==> src/rtl/regfile_wb_pkg.sv <==
// Shared types for the register-file write-back front end.
// The entry data width is fixed at XLEN_DEFAULT; the top parameter XLEN must match it.
package regfile_wb_pkg;

    localparam int XLEN_DEFAULT = 32;
    localparam int REG_ADDR_W   = 5;

    typedef struct packed {
        logic [REG_ADDR_W-1:0]   rd;
        logic [XLEN_DEFAULT-1:0] data;
        logic                    kill;
    } wb_entry_t;

    // x0 is never a real destination, so it never matches anything.
    function automatic logic rd_hit(input logic [REG_ADDR_W-1:0] a,
                                    input logic [REG_ADDR_W-1:0] b);
        return (a == b) && (b != '0);
    endfunction

endpackage

==> src/rtl/regfile_writeback_fifo.sv <==
// Circular buffer of pending long-latency results, presented in age order (index 0 = head).
// Entry data and kill bits are exported only when REGFILE_WRITEBACK_BYPASS_EN is defined.
module wb_fifo
    import regfile_wb_pkg::*;
#(
    parameter int DEPTH = 4,
    localparam int PW = $clog2(DEPTH),
    localparam int CW = PW + 1
) (
    input  logic                                 clk,
    input  logic                                 rst,
    input  logic                                 push,
    input  wb_entry_t                            push_entry,
    input  logic                                 pop,
    input  logic [DEPTH-1:0]                     kill,
    output wb_entry_t                            head,
    output logic [DEPTH-1:0]                     ent_valid,
    output logic [DEPTH-1:0][REG_ADDR_W-1:0]     ent_rd,
`ifdef REGFILE_WRITEBACK_BYPASS_EN
    output logic [DEPTH-1:0]                     ent_kill,
    output logic [DEPTH-1:0][XLEN_DEFAULT-1:0]   ent_data,
`endif
    output logic [CW-1:0]                        count,
    output logic                                 full,
    output logic                                 empty
);

    wb_entry_t [DEPTH-1:0] mem;
    logic [PW-1:0]         wr_ptr;
    logic [PW-1:0]         rd_ptr;
    logic [DEPTH-1:0]      phys_kill;
    logic                  push_ok;
    logic                  pop_ok;

    assign full    = (count == CW'(DEPTH));
    assign empty   = (count == '0);
    assign push_ok = push && !full;
    assign pop_ok  = pop && !empty;
    assign head    = mem[rd_ptr];

    // Kill requests arrive in age order; map each physical slot to its age.
    for (genvar i = 0; i < DEPTH; i++) begin : g_phys
        logic [PW-1:0] age;
        assign age          = PW'(i) - rd_ptr;
        assign phys_kill[i] = kill[age];
    end

    for (genvar k = 0; k < DEPTH; k++) begin : g_age
        logic [PW-1:0] idx;
        assign idx          = rd_ptr + PW'(k);
        assign ent_valid[k] = CW'(k) < count;
        assign ent_rd[k]    = mem[idx].rd;
`ifdef REGFILE_WRITEBACK_BYPASS_EN
        assign ent_kill[k]  = mem[idx].kill;
        assign ent_data[k]  = mem[idx].data;
`endif
    end

    always_ff @(posedge clk) begin
        if (rst) begin
            mem    <= '0;
            wr_ptr <= '0;
            rd_ptr <= '0;
            count  <= '0;
        end else begin
            for (int i = 0; i < DEPTH; i++)
                if (phys_kill[i]) mem[i].kill <= 1'b1;
            // The push slot is free, so it never collides with a kill above.
            if (push_ok) begin
                mem[wr_ptr] <= push_entry;
                wr_ptr      <= wr_ptr + 1'b1;
            end
            if (pop_ok) rd_ptr <= rd_ptr + 1'b1;
            case ({push_ok, pop_ok})
                2'b10:   count <= count + 1'b1;
                2'b01:   count <= count - 1'b1;
                default: count <= count;
            endcase
        end
    end

endmodule

==> src/rtl/regfile_writeback.sv <==
// Merges ALU and buffered LSU results onto the single register-file write port.
// Optional read bypass of in-flight/pending writes: define REGFILE_WRITEBACK_BYPASS_EN.
module regfile_writeback
    import regfile_wb_pkg::*;
#(
    parameter int XLEN  = XLEN_DEFAULT,
    parameter int DEPTH = 4,
    localparam int CW = $clog2(DEPTH) + 1
) (
    input  logic                  clk,
    input  logic                  rst,
    input  logic                  alu_valid,
    input  logic [REG_ADDR_W-1:0] alu_rd,
    input  logic [XLEN-1:0]       alu_data,
    input  logic                  lsu_valid,
    output logic                  lsu_ready,
    input  logic [REG_ADDR_W-1:0] lsu_rd,
    input  logic [XLEN-1:0]       lsu_data,
    output logic                  RegWrite,
    output logic [REG_ADDR_W-1:0] wr,
    output logic [XLEN-1:0]       wd,
`ifdef REGFILE_WRITEBACK_BYPASS_EN
    input  logic [REG_ADDR_W-1:0] rr1,
    input  logic [REG_ADDR_W-1:0] rr2,
    output logic                  byp1_hit,
    output logic                  byp2_hit,
    output logic [XLEN-1:0]       byp1_data,
    output logic [XLEN-1:0]       byp2_data,
`endif
    output logic [CW-1:0]         pend_count
);

    logic                             alu_write;
    logic                             push;
    logic                             pop;
    logic                             full;
    logic                             empty;
    wb_entry_t                        push_entry;
    wb_entry_t                        head;
    logic [DEPTH-1:0]                 kill;
    logic [DEPTH-1:0]                 ent_valid;
    logic [DEPTH-1:0][REG_ADDR_W-1:0] ent_rd;
`ifdef REGFILE_WRITEBACK_BYPASS_EN
    logic [DEPTH-1:0]                 ent_kill;
    logic [DEPTH-1:0][XLEN-1:0]       ent_data;
`endif

    assign alu_write = alu_valid && (alu_rd != '0);
    assign lsu_ready = !full && !rst;
    assign push      = lsu_valid && lsu_ready && (lsu_rd != '0);
    assign pop       = !alu_write && !empty;

    // A same-cycle LSU push is older than the ALU write, so it is born killed.
    assign push_entry = '{rd: lsu_rd, data: lsu_data, kill: alu_write && (lsu_rd == alu_rd)};

    for (genvar k = 0; k < DEPTH; k++) begin : g_kill
        assign kill[k] = alu_write && ent_valid[k] && (ent_rd[k] == alu_rd);
    end

    wb_fifo #(.DEPTH(DEPTH)) u_fifo (
        .clk        (clk),
        .rst        (rst),
        .push       (push),
        .push_entry (push_entry),
        .pop        (pop),
        .kill       (kill),
        .head       (head),
        .ent_valid  (ent_valid),
        .ent_rd     (ent_rd),
`ifdef REGFILE_WRITEBACK_BYPASS_EN
        .ent_kill   (ent_kill),
        .ent_data   (ent_data),
`endif
        .count      (pend_count),
        .full       (full),
        .empty      (empty)
    );

    always_ff @(posedge clk) begin
        if (rst) begin
            RegWrite <= 1'b0;
            wr       <= '0;
            wd       <= '0;
        end else if (alu_write) begin
            RegWrite <= 1'b1;
            wr       <= alu_rd;
            wd       <= alu_data;
        end else if (pop && !head.kill) begin
            RegWrite <= 1'b1;
            wr       <= head.rd;
            wd       <= head.data;
        end else begin
            RegWrite <= 1'b0;
        end
    end

`ifdef REGFILE_WRITEBACK_BYPASS_EN
    // Younger entries override older ones; the registered output write beats all of them.
    function automatic logic [XLEN:0] byp_lookup(input logic [REG_ADDR_W-1:0] rr);
        logic [XLEN:0] r;
        r = '0;
        for (int k = 0; k < DEPTH; k++)
            if (ent_valid[k] && !ent_kill[k] && rd_hit(ent_rd[k], rr))
                r = {1'b1, ent_data[k]};
        if (RegWrite && rd_hit(wr, rr))
            r = {1'b1, wd};
        return r;
    endfunction

    always_comb begin
        {byp1_hit, byp1_data} = byp_lookup(rr1);
        {byp2_hit, byp2_data} = byp_lookup(rr2);
    end
`endif

endmodule

==> config.mk <==
export PLATFORM = sky130hd
export DESIGN_NAME = regfile_writeback
export DESIGN_NICKNAME = d
export VERILOG_FILES = /design/src/rtl/regfile_wb_pkg.sv /design/src/rtl/regfile_writeback_fifo.sv /design/src/rtl/regfile_writeback.sv
export SDC_FILE = /design/constraint.sdc
export NUM_CORES = 1
export LEC_CHECK = 0
export CAP_MARGIN = 10
export CORE_ASPECT_RATIO = 1.25
export CORE_MARGIN = 2
export CORE_UTILIZATION = 25
export CTS_BUF_LIST = sky130_fd_sc_hd__clkbuf_4 sky130_fd_sc_hd__clkbuf_8
export CTS_CLUSTER_DIAMETER = 60
export DETAILED_ROUTE_END_ITERATION = 16
export DONT_BUFFER_PORTS = 1
export MAX_ROUTING_LAYER = met4
export PLACE_DENSITY = 0.5
export SETUP_SLACK_MARGIN = 0.05
export SLEW_MARGIN = 25
export SYNTH_ARGS = -nofsm -noshare
export SYNTH_HDL_FRONTEND = slang
export SYNTH_HIERARCHICAL = 1
export SYNTH_SLANG_ARGS = --single-unit
==> constraint.sdc <==
create_clock -name clk -period 3.11 [get_ports clk]
set_input_delay 0.622 -clock clk [delete_from_list [all_inputs] [get_ports clk]]
set_output_delay 0.622 -clock clk [all_outputs]
set_load 0.1 [all_outputs]
=== Word-level counts from Yosys, hierarchy flattened ===
Index checks and enable logic that the tools add are counted.
Widths: inputs -> output; s select.

* Bitwise logic cells: 0
* Div/mod/pow operators: 0
* Muxes and demuxes: 35
* Equal/unequal tests: 8
* $lt $le $gt $ge: 14
* Multipliers: 0
* Add/sub/neg operators: 10
* Shifts and indexed selects: 0
* Reduce and logical (&&, ||, !) cells: 28

{| class="wikitable"
|+ Operators with widths
! kind !! number
|-
| $bmux 38 s2 || 4
|-
| $mux 38 || 5
|-
| $bwmux 152 || 1
|-
| $mux 115 || 1
|-
| $demux 38 s2 || 1
|-
| $mux 32 || 2
|-
| $lt 2x3->1 const B || 9
|-
| $eq 5x5->1 || 5
|-
| $logic_and 1x1->1 || 18
|-
| $mux 1 || 14
|-
| $mux 5 || 2
|-
| $reduce_bool 5->1 || 2
|-
| $bmux 1 s2 || 4
|-
| $lt 1x3->1 const A || 2
|-
| $lt 2x3->1 const A || 2
|-
| $pmux 3 s2 || 1
|-
| $logic_not 1->1 || 5
|-
| $add 2x1->2 const B || 2
|-
| $add 2x2->2 const B || 2
|-
| $reduce_bool 2->1 || 2
|-
| $sub 1x2->2 const A || 2
|-
| $sub 2x2->2 const A || 2
|-
| $add 3x1->3 const B || 1
|-
| $eq 3x3->1 const B || 1
|-
| other kinds (5) || 5
|}

* Bits of input ports: 78
* Memories kept: 0
* Bits in registers: 197
* Word-level logic and storage cells: 113
* Bits in writable memories: 0
* ROM bits: 0
* Latch bits: 0
* Output and inout bits: 42

=== Longest topological paths before layout ===
* Depth in word-level cells: 11
* Gate-level depth with buffers: 14
* Depth with buffers taken out: 12

=== Modules after synthesis ===
The synthesis kept the hierarchy.

{| class="wikitable"
|+ Modules (own cells, without submodules)
! module !! cells an instance !! area each (µm²) !! seq. area each (µm²) !! instances
|-
| wb_fifo || 815 || 7581.0 || 3183.1 || 1
|-
| regfile_writeback || 228 || 2214.6 || 760.7 || 1
|}

=== Worst setup path after synthesis ===
No wires, ideal clock.

* Path kind: flip-flop to flip-flop
* From: reg u_fifo.count[0]
* To: reg u_fifo.count[2]
* Required time: 3.040 ns
* Slack: -1.540 ns
* Library setup time: 0.070 ns
* Buffers on the path: 2
* Arrival time: 4.579 ns
* Clock period less this slack: 4.650 ns
* Cell stages (with the launch flop): 14
* Cell sequence: dfxtp_1 inv_1 ha_1 and2_1 nor2_1 nand2_1 a21oi_1 a21boi_4 inv_2 buf_6 buf_2 ha_1 or3_1 a21oi_1

* Word-level cells in the longest chain between the ends: 8
* Elaborated cells between the ends (all ways): 16
* Classes of those cells: add/sub (2); eq/ne (3); mux (1); reduce/logical (10)

{| class="wikitable"
|+ RTL lines
! item !! RTL line !! RTL
|-
| start: declaration || regfile_writeback_fifo.sv:23 || <nowiki>output logic [CW-1:0] count,</nowiki>
|-
| start signal: assignment || regfile_writeback_fifo.sv:75 || <nowiki>2'b10: count <= count + 1'b1;</nowiki>
|-
| start signal: assignment || regfile_writeback_fifo.sv:76 || <nowiki>2'b01: count <= count - 1'b1;</nowiki>
|-
| start signal: assignment || regfile_writeback_fifo.sv:77 || <nowiki>default: count <= count;</nowiki>
|-
| $eq 3x3->1 * || regfile_writeback_fifo.sv:35 || <nowiki>assign full = (count == CW'(DEPTH));</nowiki>
|-
| named net full || regfile_writeback.sv:36 || <nowiki>logic full;</nowiki>
|-
| $logic_not 1->1 * || regfile_writeback.sv:49 || <nowiki>assign lsu_ready = !full && !rst;</nowiki>
|-
| $logic_and 1x1->1 * || regfile_writeback.sv:49 ||
|-
| named net lsu_ready || regfile_writeback.sv:16 || <nowiki>output logic lsu_ready,</nowiki>
|-
| $logic_and 1x1->1 * (2 in series) || regfile_writeback.sv:50 || <nowiki>assign push = lsu_valid && lsu_ready && (lsu_rd != '0);</nowiki>
|-
| named net push || regfile_writeback.sv:34 || <nowiki>logic push;</nowiki>
|-
| $logic_and 1x1->1 * || regfile_writeback_fifo.sv:37 || <nowiki>assign push_ok = push && !full;</nowiki>
|-
| $eq 2x1->1 or $eq 2x2->1 (tied branches) || regfile_writeback_fifo.sv:74 || <nowiki>case ({push_ok, pop_ok})</nowiki>
|-
| $pmux 3 s2 or $reduce_bool 2->1 (tied branches) || -- ||
|}

The timed path passes the listed nets; every way through them passes the cells marked *.
A chain may end at the register's enable or synchronous reset.

==> metrics <==
Critical Path Slowest Stage Cell sky130_fd_sc_hd__mux4_1; Diodes inserted 0; number of detailed-routing iterations run before antenna repair 5; die height 225 um; layout net count 1043; Synth top cells by count 197 x sky130_fd_sc_hd__dfxtp_1, 155 x sky130_fd_sc_hd__a21oi_1, 149 x sky130_fd_sc_hd__nand3_1, 134 x sky130_fd_sc_hd__o21ai_0, 72 x sky130_fd_sc_hd__a211oi_1; largest family of logic cells by synthesized area compound AO/OA/AOI/OAI gates; portion of synthesized cell area occupied by the leading cell type 0.403; pin count of the biggest net entering global routing 202; count of standard-cell rows 81; top-count cell post-synth sky130_fd_sc_hd__dfxtp_1; Post-route DRC 0; Slew headroom 0.291; compound-cell area share of the yosys netlist 0.222; synthesis warning total 6; number of DRC markers in iteration 0 617; cell taking the most area after synthesis sky130_fd_sc_hd__dfxtp_1; R2R Path Start u_fifo/rd_ptr[0]; Hold Path Depth 1; adder-cell share of the synthesized area 0.0102; sequential share of power 0.542; internal power 3570 uW; count of distinct cell types in the synthesized netlist 39; clock tree from TritonCTS yes; flop2flop setup slack 0.40 ns; Hold Buf Count CTS 0; number of filler instances in the final layout 4168; top cells by area in the synthesized netlist sky130_fd_sc_hd__dfxtp_1 40%, sky130_fd_sc_hd__mux4_2 12%, sky130_fd_sc_hd__a21oi_1 7.9%; critical path arrival 3.12 ns; initial core utilization 0.252; Post-Syn Area per Cell 9.39 um^2; Primary FF master, synth sky130_fd_sc_hd__dfxtp_1; cell breakdown of the critical path mux4_1 -> xnor2_1 -> nand4_1 -> nor3_1 -> mux4_1 -> a211oi_1 -> a311oi_1; detailed placer's ending HPWL 18.2 mm; clk sinks 197; RSZ-0062 raised after global routing false; Clk pin slew, worst setup/hold paths 0.12 ns; number of gates resized after CTS 0; start point of the critical path u_fifo/rd_ptr[0]; syn_nets 1129; number of H-tree levels 4; total standard cell area after synthesis 9800 um^2; number of placed I/O pins 120; max-cap violation count 0; Register-to-Register Path Depth 7; Finished Layout Cells 1468; cell mode on critical path sky130_fd_sc_hd__mux4_1; Final Critical Period 2.71 ns; Post-DRT Antenna Nets 0; placed instance count 1436; first-pass GRT wire length 48.6 mm; final-report hold violation count 0; Routed WL 31.5 mm; total leakage power 0.00302 uW; xor-xnor portion of the synthesized cell area 0.0241; x dimension of the die 181 um; number of max-slew violations in the final report 0; Via density 5.42; Longest Clk Path Bufs 2; multiplexer share of the synthesized area 0.172; area added between synthesis and finish 6.25%; worst vdd rail ir drop 0.000270 V; Clk network pwr share 0.291; number of synthesized register bits 197; total overflow reported by the global router 0; PortBufs 0; element type at the critical path end flop; critical-path maximum fanout 21; asr flop ratio synth 0; worst reg2reg path endpoint u_fifo/mem[114]; class of the tightest hold or removal check in -> reg; sequential-to-total area share from yosys stat 0.403; post-synthesis instance total 1043; via count of the first global-routing pass 7852; total die area 40800 um^2; Tightest Pin Transition 1.06 ns; power spent charging and discharging nets 2020 uW; number of antenna violations at the first check in global routing 0; Num CTS Buffers 17; CP Launch Type flop; worst clock skew on the final layout 0.0225 ns; GR Util All Layers 0.159; number of setup violations in the final report 0; insertion delay to the later sink of the worst-skew pair 0.51 ns; Max Clk Rate 369 MHz; post-CTS setup buffer count 0; number of enable-type register cells in the synthesized netlist 0; final weighted congestion of routability-driven global placement 0.763; Hold Path Origin rst; total power per unit cell area 537 nW/um^2; worst min-delay path endpoint wd[5]; average routed wire per standard cell 21.4 um; post-synthesis share of cell area spent on and, or, nand and nor gates 0.0976; Data required, critical path 3.52 ns; placeable core region 38900 um^2; Root Driver sky130_fd_sc_hd__clkbuf_8; Setup CP Type reg -> reg; Final period util 0.870; switching part of the total 0.361; number of vias after detailed routing 7962; sum of negative setup slack 0 ns; outcome completed; combinational share of power 0.167; delay contributed by the slowest stage of the critical path 0.64 ns; ratio of cells with drive above 1 in the final layout 0.137
## through the flow
stage / area (um^2) / hold WS (ns) / setup WS, ns / power, uW / util
floorplan: 9850 / 0.449 / 0.0736 / 3840 / -
global placement: 10000 / 0.453 / 0.479 / 4020 / 0.258
detailed placement: 10000 / 0.460 / 0.442 / 4030 / 0.258
CTS: 10400 / 0.148 / 0.422 / 5660 / 0.267
global route: 10400 / 0.154 / 0.156 / 5830 / 0.267
finish: 10400 / 0.189 / 0.403 / 5590 / 0.267
## metal layers
metal | wire length, um | track usage | part of all wire
met5 | 0 | - | 0
met1 | 12600 | 0.184 | 0.40
met4 | 490 | 0.0490 | 0.016
met2 | 15500 | 0.262 | 0.49
met3 | 2890 | 0.0520 | 0.092
## placed cells by master (no fill, tap or decap), types with 4 or more instances in the layout
cell	n
sky130_fd_sc_hd__nand2_1	9
sky130_fd_sc_hd__o21ai_0	134
sky130_fd_sc_hd__nor3_1	6
sky130_fd_sc_hd__clkinv_2	4
sky130_fd_sc_hd__xnor2_1	23
sky130_fd_sc_hd__o21ai_1	16
sky130_fd_sc_hd__mux4_1	5
sky130_fd_sc_hd__nand3_1	149
sky130_fd_sc_hd__inv_2	6
sky130_fd_sc_hd__ha_2	4
sky130_fd_sc_hd__inv_8	4
sky130_fd_sc_hd__dfxtp_1	192
sky130_fd_sc_hd__a311oi_1	4
sky130_fd_sc_hd__mux4_2	52
sky130_fd_sc_hd__clkbuf_8	18
sky130_fd_sc_hd__buf_4	18
sky130_fd_sc_hd__o31ai_1	4
sky130_fd_sc_hd__dfxtp_4	4
sky130_fd_sc_hd__a211oi_1	72
sky130_fd_sc_hd__a21oi_1	155
sky130_fd_sc_hd__xor2_1	4
sky130_fd_sc_hd__nor2_1	5
sky130_fd_sc_hd__inv_1	4
sky130_fd_sc_hd__mux2i_1	38
sky130_fd_sc_hd__nand4_1	4
## worst max-delay path by stage
stage / slack [ns] / endpoint / cells past startpoint
finish: 0.40 / u_fifo/mem[114] / 7
global route: 0.16 / u_fifo/mem[0] / 7
CTS: 0.42 / wd[25] / 6
detailed placement: 0.44 / wd[22] / 6
global placement: 0.48 / u_fifo/mem[114] / 7
floorplan: 0.07 / u_fifo/count[2] / 13
## flip-flops by register name, summed over array words and instances, names as in the netlist
name,count
u_fifo/wr_ptr,2
u_fifo/rd_ptr,2
u_fifo/mem,152
RegWrite,1
wr,5
wd,32
u_fifo/count,3
## cell type report
| class | count | area [um^2] | area share |
|---|---|---|---|
| Clock buffer | 18 | 248 | 0.0238 |
| Timing Repair Buffer | 21 | 195 | 0.0188 |
| Tap cell | 498 | 623 | 0.0599 |
| Multi-Input combinational cell | 706 | 5200 | 0.500 |
| Inverter | 14 | 60.1 | 0.00577 |
| Clock inverter | 14 | 116 | 0.0112 |
| Sequential cell | 197 | 3960 | 0.380 |
## cells by family after synthesis
logic type,after synthesis
flops,197
buf+inv,140
mux,95
xor+xnor,27
compound gates,389
fa+ha+maj,8
simple gates,187
## power groups by stage
stage	Sequential (uW)	Combinational [uW]	Clock, uW
floorplan	3100	737	0
global placement	3090	934	0
detailed placement	3090	944	0
CTS	3030	946	1690
global route	3050	1010	1780
finish	3030	932	1620
## worst max-delay path: cells and delay by family (launching register included)
| family | cells | cell delay, ns |
|---|---|---|
| flops | 1 | 0.56 |
| simple gates | 2 | 0.57 |
| xor+xnor | 1 | 0.17 |
| mux | 2 | 0.99 |
| compound gates | 2 | 0.32 |
(Power assumes the default switching activity.)
